<file path="src/rtl/s32x_sdram_bridge.sv">
// s32x_sdram_bridge: SH2 SDRAM port to burst controller bridge.
// Ports: CLK/RST_N, SH2 side (CE_R, SDR_*), controller side (MEM_*).
//   SH2 holds SDR_CS until an access completes; SDR_WAIT stretches it.
//   MEM_REQ is held until MEM_ACK; read fills return LINE_WORDS words.
//   One line buffer gives zero-wait read hits for sequential fetch.
module s32x_sdram_bridge #(
  parameter int LINE_WORDS = 4,
  parameter int ADDR_W     = 17
) (
  input  logic              CLK,
  input  logic              RST_N,
  input  logic              CE_R,
  input  logic [ADDR_W-1:0] SDR_A,
  input  logic [15:0]       SDR_DO,
  input  logic              SDR_CS,
  input  logic [1:0]        SDR_WE,
  input  logic              SDR_RD,
  output logic [15:0]       SDR_DI,
  output logic              SDR_WAIT,
  output logic              MEM_REQ,
  output logic              MEM_WR,
  output logic [ADDR_W-1:0] MEM_ADDR,
  output logic [1:0]        MEM_BE,
  output logic [15:0]       MEM_WDATA,
  input  logic              MEM_ACK,
  input  logic              MEM_RVALID,
  input  logic [15:0]       MEM_RDATA
);

  localparam int IW = $clog2(LINE_WORDS);

  typedef enum logic [2:0] {
    S_IDLE,
    S_RFILL,
    S_WRITE,
    S_DONE,
    S_DONE_PEND,
    S_RFILL_TAIL
  } state_e;

  state_e state_q, state_d;

  logic                 line_vld_q;
  logic [ADDR_W-1:IW]   tag_q;
  logic [IW-1:0]        cnt_q;
  logic [IW-1:0]        ridx_q;
  logic                 fill_q;
  logic [15:0]          line_q [LINE_WORDS];
  logic                 mem_req_q;
  logic                 mem_wr_q;
  logic [ADDR_W-1:0]    mem_addr_q;
  logic [1:0]           mem_be_q;
  logic [15:0]          mem_wdata_q;
  logic [15:0]          di_q;

  logic is_wr, hit, ready, done;
  logic rv, rv_last, rv_req, ack;
  logic start_rd, start_wr, wr_merge;

  assign is_wr   = |SDR_WE;
  assign hit     = line_vld_q & ~is_wr &
                   (SDR_A[ADDR_W-1:IW] == tag_q);
  // Returned words only count while a fill is open, so
  // strays after a reset cannot corrupt the line.
  assign rv      = MEM_RVALID & fill_q;
  assign rv_last = rv & (cnt_q == IW'(LINE_WORDS - 1));
  assign rv_req  = rv & (cnt_q == ridx_q);
  assign ack     = MEM_ACK & mem_req_q;
  assign done    = CE_R & SDR_CS & ready;

  assign wr_merge = (state_q == S_WRITE) & ack & line_vld_q &
                    (mem_addr_q[ADDR_W-1:IW] == tag_q);

  always_comb begin
    state_d  = state_q;
    ready    = 1'b0;
    start_rd = 1'b0;
    start_wr = 1'b0;
    unique case (state_q)
      S_IDLE: begin
        ready = hit;
        if (SDR_CS & is_wr) begin
          start_wr = 1'b1;
          state_d  = S_WRITE;
        end else if (SDR_CS & SDR_RD & ~hit) begin
          start_rd = 1'b1;
          state_d  = S_RFILL;
        end
      end
      S_RFILL: begin
        // Dropped CS: finish the fill but present nothing.
        if (rv_req) begin
          if (!SDR_CS)
            state_d = rv_last ? S_IDLE : S_RFILL_TAIL;
          else
            state_d = rv_last ? S_DONE : S_DONE_PEND;
        end
      end
      S_WRITE: begin
        if (ack) state_d = SDR_CS ? S_DONE : S_IDLE;
      end
      S_DONE: begin
        ready = 1'b1;
        if (done | ~SDR_CS) state_d = S_IDLE;
      end
      S_DONE_PEND: begin
        ready = 1'b1;
        if (done | ~SDR_CS) state_d = S_RFILL_TAIL;
      end
      S_RFILL_TAIL: begin
        if (!fill_q) state_d = S_IDLE;
      end
      default: state_d = S_IDLE;
    endcase
  end

  always_ff @(posedge CLK) begin
    if (!RST_N) state_q <= S_IDLE;
    else        state_q <= state_d;
  end

  always_ff @(posedge CLK) begin
    if (!RST_N) begin
      line_vld_q  <= 1'b0;
      tag_q       <= '0;
      cnt_q       <= '0;
      ridx_q      <= '0;
      fill_q      <= 1'b0;
      mem_req_q   <= 1'b0;
      mem_wr_q    <= 1'b0;
      mem_addr_q  <= '0;
      mem_be_q    <= '0;
      mem_wdata_q <= '0;
      di_q        <= '0;
    end else begin
      if (ack) mem_req_q <= 1'b0;
      if (start_rd) begin
        mem_req_q  <= 1'b1;
        mem_wr_q   <= 1'b0;
        mem_addr_q <= {SDR_A[ADDR_W-1:IW], {IW{1'b0}}};
        mem_be_q   <= '0;
        ridx_q     <= SDR_A[IW-1:0];
        line_vld_q <= 1'b0;
        fill_q     <= 1'b1;
        cnt_q      <= '0;
      end
      if (start_wr) begin
        mem_req_q   <= 1'b1;
        mem_wr_q    <= 1'b1;
        mem_addr_q  <= SDR_A;
        mem_be_q    <= SDR_WE;
        mem_wdata_q <= SDR_DO;
      end
      if (rv) begin
        cnt_q <= cnt_q + IW'(1);
        if (rv_last) begin
          cnt_q      <= '0;
          fill_q     <= 1'b0;
          line_vld_q <= 1'b1;
          tag_q      <= mem_addr_q[ADDR_W-1:IW];
        end
      end
      if ((state_q == S_RFILL) & rv_req) di_q <= MEM_RDATA;
    end
  end

  always_ff @(posedge CLK) begin
    if (RST_N & rv) line_q[cnt_q] <= MEM_RDATA;
    if (RST_N & wr_merge) begin
      if (mem_be_q[0])
        line_q[mem_addr_q[IW-1:0]][7:0] <= mem_wdata_q[7:0];
      if (mem_be_q[1])
        line_q[mem_addr_q[IW-1:0]][15:8] <= mem_wdata_q[15:8];
    end
  end

  assign SDR_WAIT  = SDR_CS & ~ready;
  assign SDR_DI    = ((state_q == S_IDLE) & hit) ?
                     line_q[SDR_A[IW-1:0]] : di_q;
  assign MEM_REQ   = mem_req_q;
  assign MEM_WR    = mem_wr_q;
  assign MEM_ADDR  = mem_addr_q;
  assign MEM_BE    = mem_be_q;
  assign MEM_WDATA = mem_wdata_q;

endmodule

</file>
<file path="config.mk">
export PLATFORM = sky130hd
export DESIGN_NAME = s32x_sdram_bridge
export DESIGN_NICKNAME = d
export VERILOG_FILES = /design/src/rtl/s32x_sdram_bridge.sv
export SDC_FILE = /design/constraint.sdc
export NUM_CORES = 1
export LEC_CHECK = 0
export CORE_MARGIN = 2
export CORE_UTILIZATION = 41
export DETAILED_ROUTE_END_ITERATION = 10
export PLACE_DENSITY = 0.62
export SLEW_MARGIN = 20
export SYNTH_ARGS = -nofsm -noshare
export SYNTH_HDL_FRONTEND = slang
export SYNTH_SLANG_ARGS = --single-unit
</file>
<file path="constraint.sdc">
create_clock -name CLK -period 4 [get_ports CLK]
set_input_delay 0.8 -clock CLK [delete_from_list [all_inputs] [get_ports CLK]]
set_output_delay 0.8 -clock CLK [all_outputs]
set_load 0.02 [all_outputs]
</file>
# Word-level counts from Yosys, hierarchy flattened
# Memory sizes are Yosys's and may differ from the RTL's.
# Cells that the tools add are included.
[op_classes] bitwise=24 reduce_logical=8 add_sub_neg=1 eq_ne=15 n_mux=44
[ops] op="$mux W17" n=2
[ops] op="$eq A15 B15 Y1" n=2
[ops] op="$mux W3" n=10
[ops] op="$mux W1" n=24
[ops] op="$and A1 B1 Y1" n=19
[ops] op="$pmux W3 S6" n=1
[ops] op="$mux W16" n=1
[ops] op="$mux W2" n=5
[ops] op="$ne A2 B2 Y1 const B" n=5
[ops] op="$eq A3 B2 Y1 const B" n=2
[ops] op="$eq A3 B3 Y1 const B" n=2
[ops] op="$reduce_and A6 Y1" n=1
[ops] op="$not A1 Y1" n=4
[ops] op="$reduce_bool A2 Y1" n=2
[ops] op="$reduce_or A2 Y1" n=2
[ops] op="$eq A3 B1 Y1 const B" n=1
[ops] op="$logic_not A3 Y1" n=1
[ops] op="$ne A3 B3 Y1 const B" n=1
[ops] op="$reduce_bool A3 Y1" n=1
[ops] op="$add A2 B1 Y2 const B" n=1
[ops] op="$eq A2 B2 Y1" n=1
[ops] op="$eq A2 B2 Y1 const B" n=1
[ops] op="$pmux W1 S2" n=1
[ops] op="$reduce_and A2 Y1" n=1
[ops] op="$or A1 B1 Y1" n=1
[totals] word_cells=105 output_inout_bits=54 in_bits=58 ram_bits=64 n_memories=1 ff_bits=77
[memory_table] memory="line_q" words=4 word_bits=16 rd=1 rd_ports_with_merged_regs=0 write_ports=2 line="48" source="logic [15:0] line_q [LINE_WORDS];"

# Depth between registers and ports, before layout
# Gate-level depths: netlist of the first run.
[logic_depth] ltp_word=12 mapped_depth=9

# Worst setup path before layout of the first run
# OpenSTA, ideal clock, no wires.
[synth_timing] path_kind="input port to output port" startpoint="input port SDR_A[0]" endpoint="output port SDR_DI[10]" slack_ns=0.764 arrival_ns=2.436 stages=4 t_required_ns=3.200 path_cell_list="clkbuf_1 -> buf_2 -> mux4_2 -> mux2_2"
[synth_between] elab_chain_len=2
[synth_lines] element="start: declaration" line="13" source="input logic [ADDR_W-1:0] SDR_A,"
[synth_lines] element="$mem_v2 Z4 W16"
[synth_lines] element="$mux W16" line="178" source="assign SDR_DI = ((state_q == S_IDLE) & hit) ?"
[synth_lines] element="end: declaration" line="18" source="output logic [15:0] SDR_DI,"
# Every way passes these cells.

# Worst setup path in the final report of the first run
[layout_timing] startpoint="input port SDR_A[13]" endpoint="output port SDR_WAIT"
[layout_between] elab_chain_len=5
[layout_lines] element="$eq A15 B15 Y1" line="62" source="(SDR_A[ADDR_W-1:IW] == tag_q);"
[layout_lines] element="$and A1 B1 Y1" line="61" source="assign hit = line_vld_q & ~is_wr &"
[layout_lines] element="$pmux W1 S2" line="79" source="unique case (state_q)"
[layout_lines] element="$not A1 Y1" line="177" source="assign SDR_WAIT = SDR_CS & ~ready;"
[layout_lines] element="$and A1 B1 Y1" line="177"
[layout_lines] element="end: declaration" line="19" source="output logic SDR_WAIT,"
# Every way passes these cells.

==> key figures, run 1 <==
GRT
  – GRT Total Usage: ~21%
  – Largest net degree at the start of global routing: 48
  – Initial antenna violation count: 0
  – GR Overflow Total: 0
  – First-pass GRT wire length: approximately 29000 um
  – Vias in the first global route: about 5400

Logic synthesis
  – Seq cells post-synth: around 140
  – Seq/Total Area, Yosys: between 40 and 50%
  – Post-Syn Instances: approximately 600
  – Mean area per synthesized cell: ~11 um2
  – Synth unique cells: between 40 and 50
  – Synth Flop Type: dfxtp_1
  – EDFF count, synth: 64
  – Synthesized cell area: roughly 6900 um2
  – Async set-reset flop share out of synthesis: 0%
  – Net Count, Synth: 675
  – Yosys warning count: 0

Floorplan
  – # IOs: approximately 110
  – Standard cell core area: 16600 um2
  – Die Y: approximately 130 um
  – Initial cell density of the core: a little over two fifths
  – Die Area: 18000 um2
  – Row count: between 40 and 50
  – Die width: 134 um

Routing
  – Routed length on met2: ~8900 um
  – Routed vias: 5156
  – Drt via density: between 5 and 6
  – DR WL met3: slightly below 1000 um
  – Wl on met1: about 7700 um
  – Final ANT Viol Nets: 0
  – DR DRC count: 0
  – Routed wire length: between 15000 and 20000 um
  – Pre-antenna DRT Iters: 5
  – Uppermost layer routed: met4
  – Wire length per cell: about 19 um
  – 1st-iter DRT viols: 295

STA
  – Slew Viols, Final: 0
  – RSZ-0062 raised after global routing: false
  – Setup violators final: 0
  – Final period util: between 90% and 100%
  – Final Hold Vio Count: 0
  – Minimum clock period: 3790 ps
  – Final setup skew: roughly 7.7 ps
  – Slew HR: between 40% and 50%
  – Total negative slack: 0 ps
  – Worst setup margin: about 210 ps
  – Achievable clock frequency: roughly 0.26 GHz
  – Worst Tran Pin Value: around 770 ps

Place
  – Final RePlAce weighted congestion: roughly 0.89
  – Inst Count DP: between 900 and 1000
  – Setup WS pre-CTS: -81.7 ps
  – PortBufs: between 100 and 150
  – Placed wire-length estimate: 12300 um

Layout
  – Final Net Count: 792
  – Share of layout cells above drive strength 1: 22.6%
  – Most common cell after layout, fill and taps aside: nand2_1
  – Antenna Cells: 0
  – Commonest cells after routing, fill and taps aside: nand2_1 (116), clkdlybuf4s50_1 (95), dfxtp_1 (77)
  – Finished Layout Cells: 960
  – Fillers: around 1400
  – Area Growth Syn to Fin: 30.6%

Clocking
  – Clock transition at path regs: around 60 ps
  – Clock Latency Late Sink: 420 ps
  – Clock Path Buffers: 2
  – Hold buffers post-CTS: 0
  – H-tree depth: 4
  – Post-CTS Repair Setup Buffers: 0
  – CTS buffer count: 17
  – Root Buffer: clkbuf_16
  – Num Clock Sinks: roughly 140
  – CTS tree: done

Pwr
  – Maximum VDD drop: between 0.3 and 0.4 mV
  – Pwr Density: 465 nW/um2
  – Static Leak: about 0.0037 uW

Run status
  – Result of the run: complete, no violations

Critical path
  – Crit-path leading delay family: buffers and inverters
  – Critical Path AT: between 2000 and 3000 ps
  – CP Launch Type: input port
  – Top cell by count, worst path: clkdlybuf4s50_1
  – Setup CP Type: in -> out
  – Critical path peak fanout: 2
  – Buffers and inverters on the worst path: 3
  – CP cell instances: clkdlybuf4s50_1, xnor2_1, buf_4, nand4_1, nor4_2, o21ai_0, and3_1, clkdlybuf4s50_1
  – Largest stage delay, worst path: between 500 and 600 ps
  – Slowest library cell on the worst path: clkdlybuf4s50_1
  – Worst EP required: 3200 ps
  – Setup crit end kind: output pin

Worst hold path
  – Type of the most critical hold path: reg -> reg

Run
  – Max-Cap Viols: 0
registers in the layout, indices dropped and copies added, names as in the netlist:
| name | count |
|---|---|
| line_q | 64 |
| MEM_ADDR | 17 |
| MEM_WDATA | 16 |
| di_q | 16 |
| tag_q | 15 |
| state_q | 3 |
| MEM_BE | 2 |
| cnt_q | 2 |
| ridx_q | 2 |
| MEM_REQ | 1 |
| MEM_WR | 1 |
| fill_q | 1 |
| line_vld_q | 1 |
per-layer routing:
layer	GRT usage [%]	vias up
li1	-	2447
met1	26.2	2521
met2	35.6	166
met3	4.61	22
met4	6.84	0
met5	0	-
final cells by class:
type,count,area [um2],share of cell area (%)
Clock inverter,12,130,1.44
Timing Repair Buffer,132,1310,14.5
Sequential cell,141,3460,38.2
Inverter,6,22.5,0.249
Multi-Input combinational cell,429,3370,37.2
Tap cell,220,275,3.04
Clock buffer,20,489,5.40
synth_stat cells, types with 2 or more instances:
cell type | number | area share (%)
nand2_1 | 116 | 6.3
dfxtp_1 | 77 | 22
mux2_2 | 72 | 12
edfxtp_1 | 64 | 28
a21oi_1 | 40 | 2.9
mux2i_1 | 33 | 4.8
clkbuf_1 | 22 | 1.2
nor2_1 | 20 | 1.1
xor2_1 | 17 | 2.1
mux4_2 | 16 | 5.2
xnor2_1 | 15 | 1.9
nand3_1 | 10 | 0.72
o21ai_0 | 10 | 0.72
nand4_1 | 9 | 0.81
buf_2 | 8 | 0.58
mux2_4 | 8 | 1.7
ha_1 | 7 | 1.3
nor3_1 | 7 | 0.50
nand2b_1 | 6 | 0.54
inv_1 | 5 | 0.27
o211ai_1 | 5 | 0.54
and3_1 | 3 | 0.27
and4_1 | 3 | 0.38
nand4_2 | 3 | 0.54
nor2b_1 | 3 | 0.27
nor4_1 | 3 | 0.27
nor4_2 | 3 | 0.54
and2_1 | 2 | 0.18
buf_1 | 2 | 0.11
buf_6 | 2 | 0.32
o22ai_1 | 2 | 0.18
or3_1 | 2 | 0.18
per-stage QoR:
stage                     hold slack, ps  total power, uW  util [%]  instance area (um2)
after floorplan                      458             2230         -                 6940
after global placement               465             2580      50.4                 8370
after detailed placement             478             2600      50.4                 8370
after CTS                            488             4250      54.4                 9020
after global routing                 518             4380      54.6                 9060
final                                492             4210      54.6                 9060
tightest hold or removal path, cell delays in order, from the launching register on:
cell and delay, ps:
dfxtp_1 310, o21ai_0 70, a21oi_1 60
kinds of logic (layout without fill, tap and decap cells):
kind of cell | Yosys count | after routing | share of synthesized area, %
adder cells (fa/ha/maj) | 7 | 7 | 1.26
AO/OA/AOI/OAI | 65 | 65 | 5.37
multiplexers | 129 | 129 | 23.4
AND/OR/NAND/NOR | 196 | 196 | 13.5
XOR/XNOR | 32 | 32 | 4.04
flip-flops | 141 | 141 | 49.9
buffers and inverters | 40 | 170 | 2.52
power by group:
group | switching [uW] | internal (uW) | total [uW]
registers | 133 | 1600 | 1730
clock network | 627 | 1010 | 1640
logic | 449 | 393 | 842
worst paths after layout:
kind,startpoint,endpoint,slack [ps],depth (start not counted)
min,MEM_WR,MEM_WR,490,2
min reg2reg,MEM_WR,MEM_WR,490,2
max reg2reg,MEM_ADDR[7],line_q[3][12],1150,5
max,SDR_A[13],SDR_WAIT,210,8
timing repair:
item                       in CTS  in global routing
pin swaps                       0                  1
hold endpoints to repair        0                  0
gates resized for setup        13                 12
setup endpoints to repair      16                  9
Note: power is estimated with default switching activity, not from simulation.
==> run 2, diff against run 1 <==
--- a/config.mk
+++ b/config.mk
@@ -9,7 +9,6 @@
 export CORE_UTILIZATION = 41
 export DETAILED_ROUTE_END_ITERATION = 10
 export PLACE_DENSITY = 0.62
-export SLEW_MARGIN = 20
 export SYNTH_ARGS = -nofsm -noshare
 export SYNTH_HDL_FRONTEND = slang
 export SYNTH_SLANG_ARGS = --single-unit
==> results of run 2 <==
Final layout, timing and power as in run 1 (identical DEF).
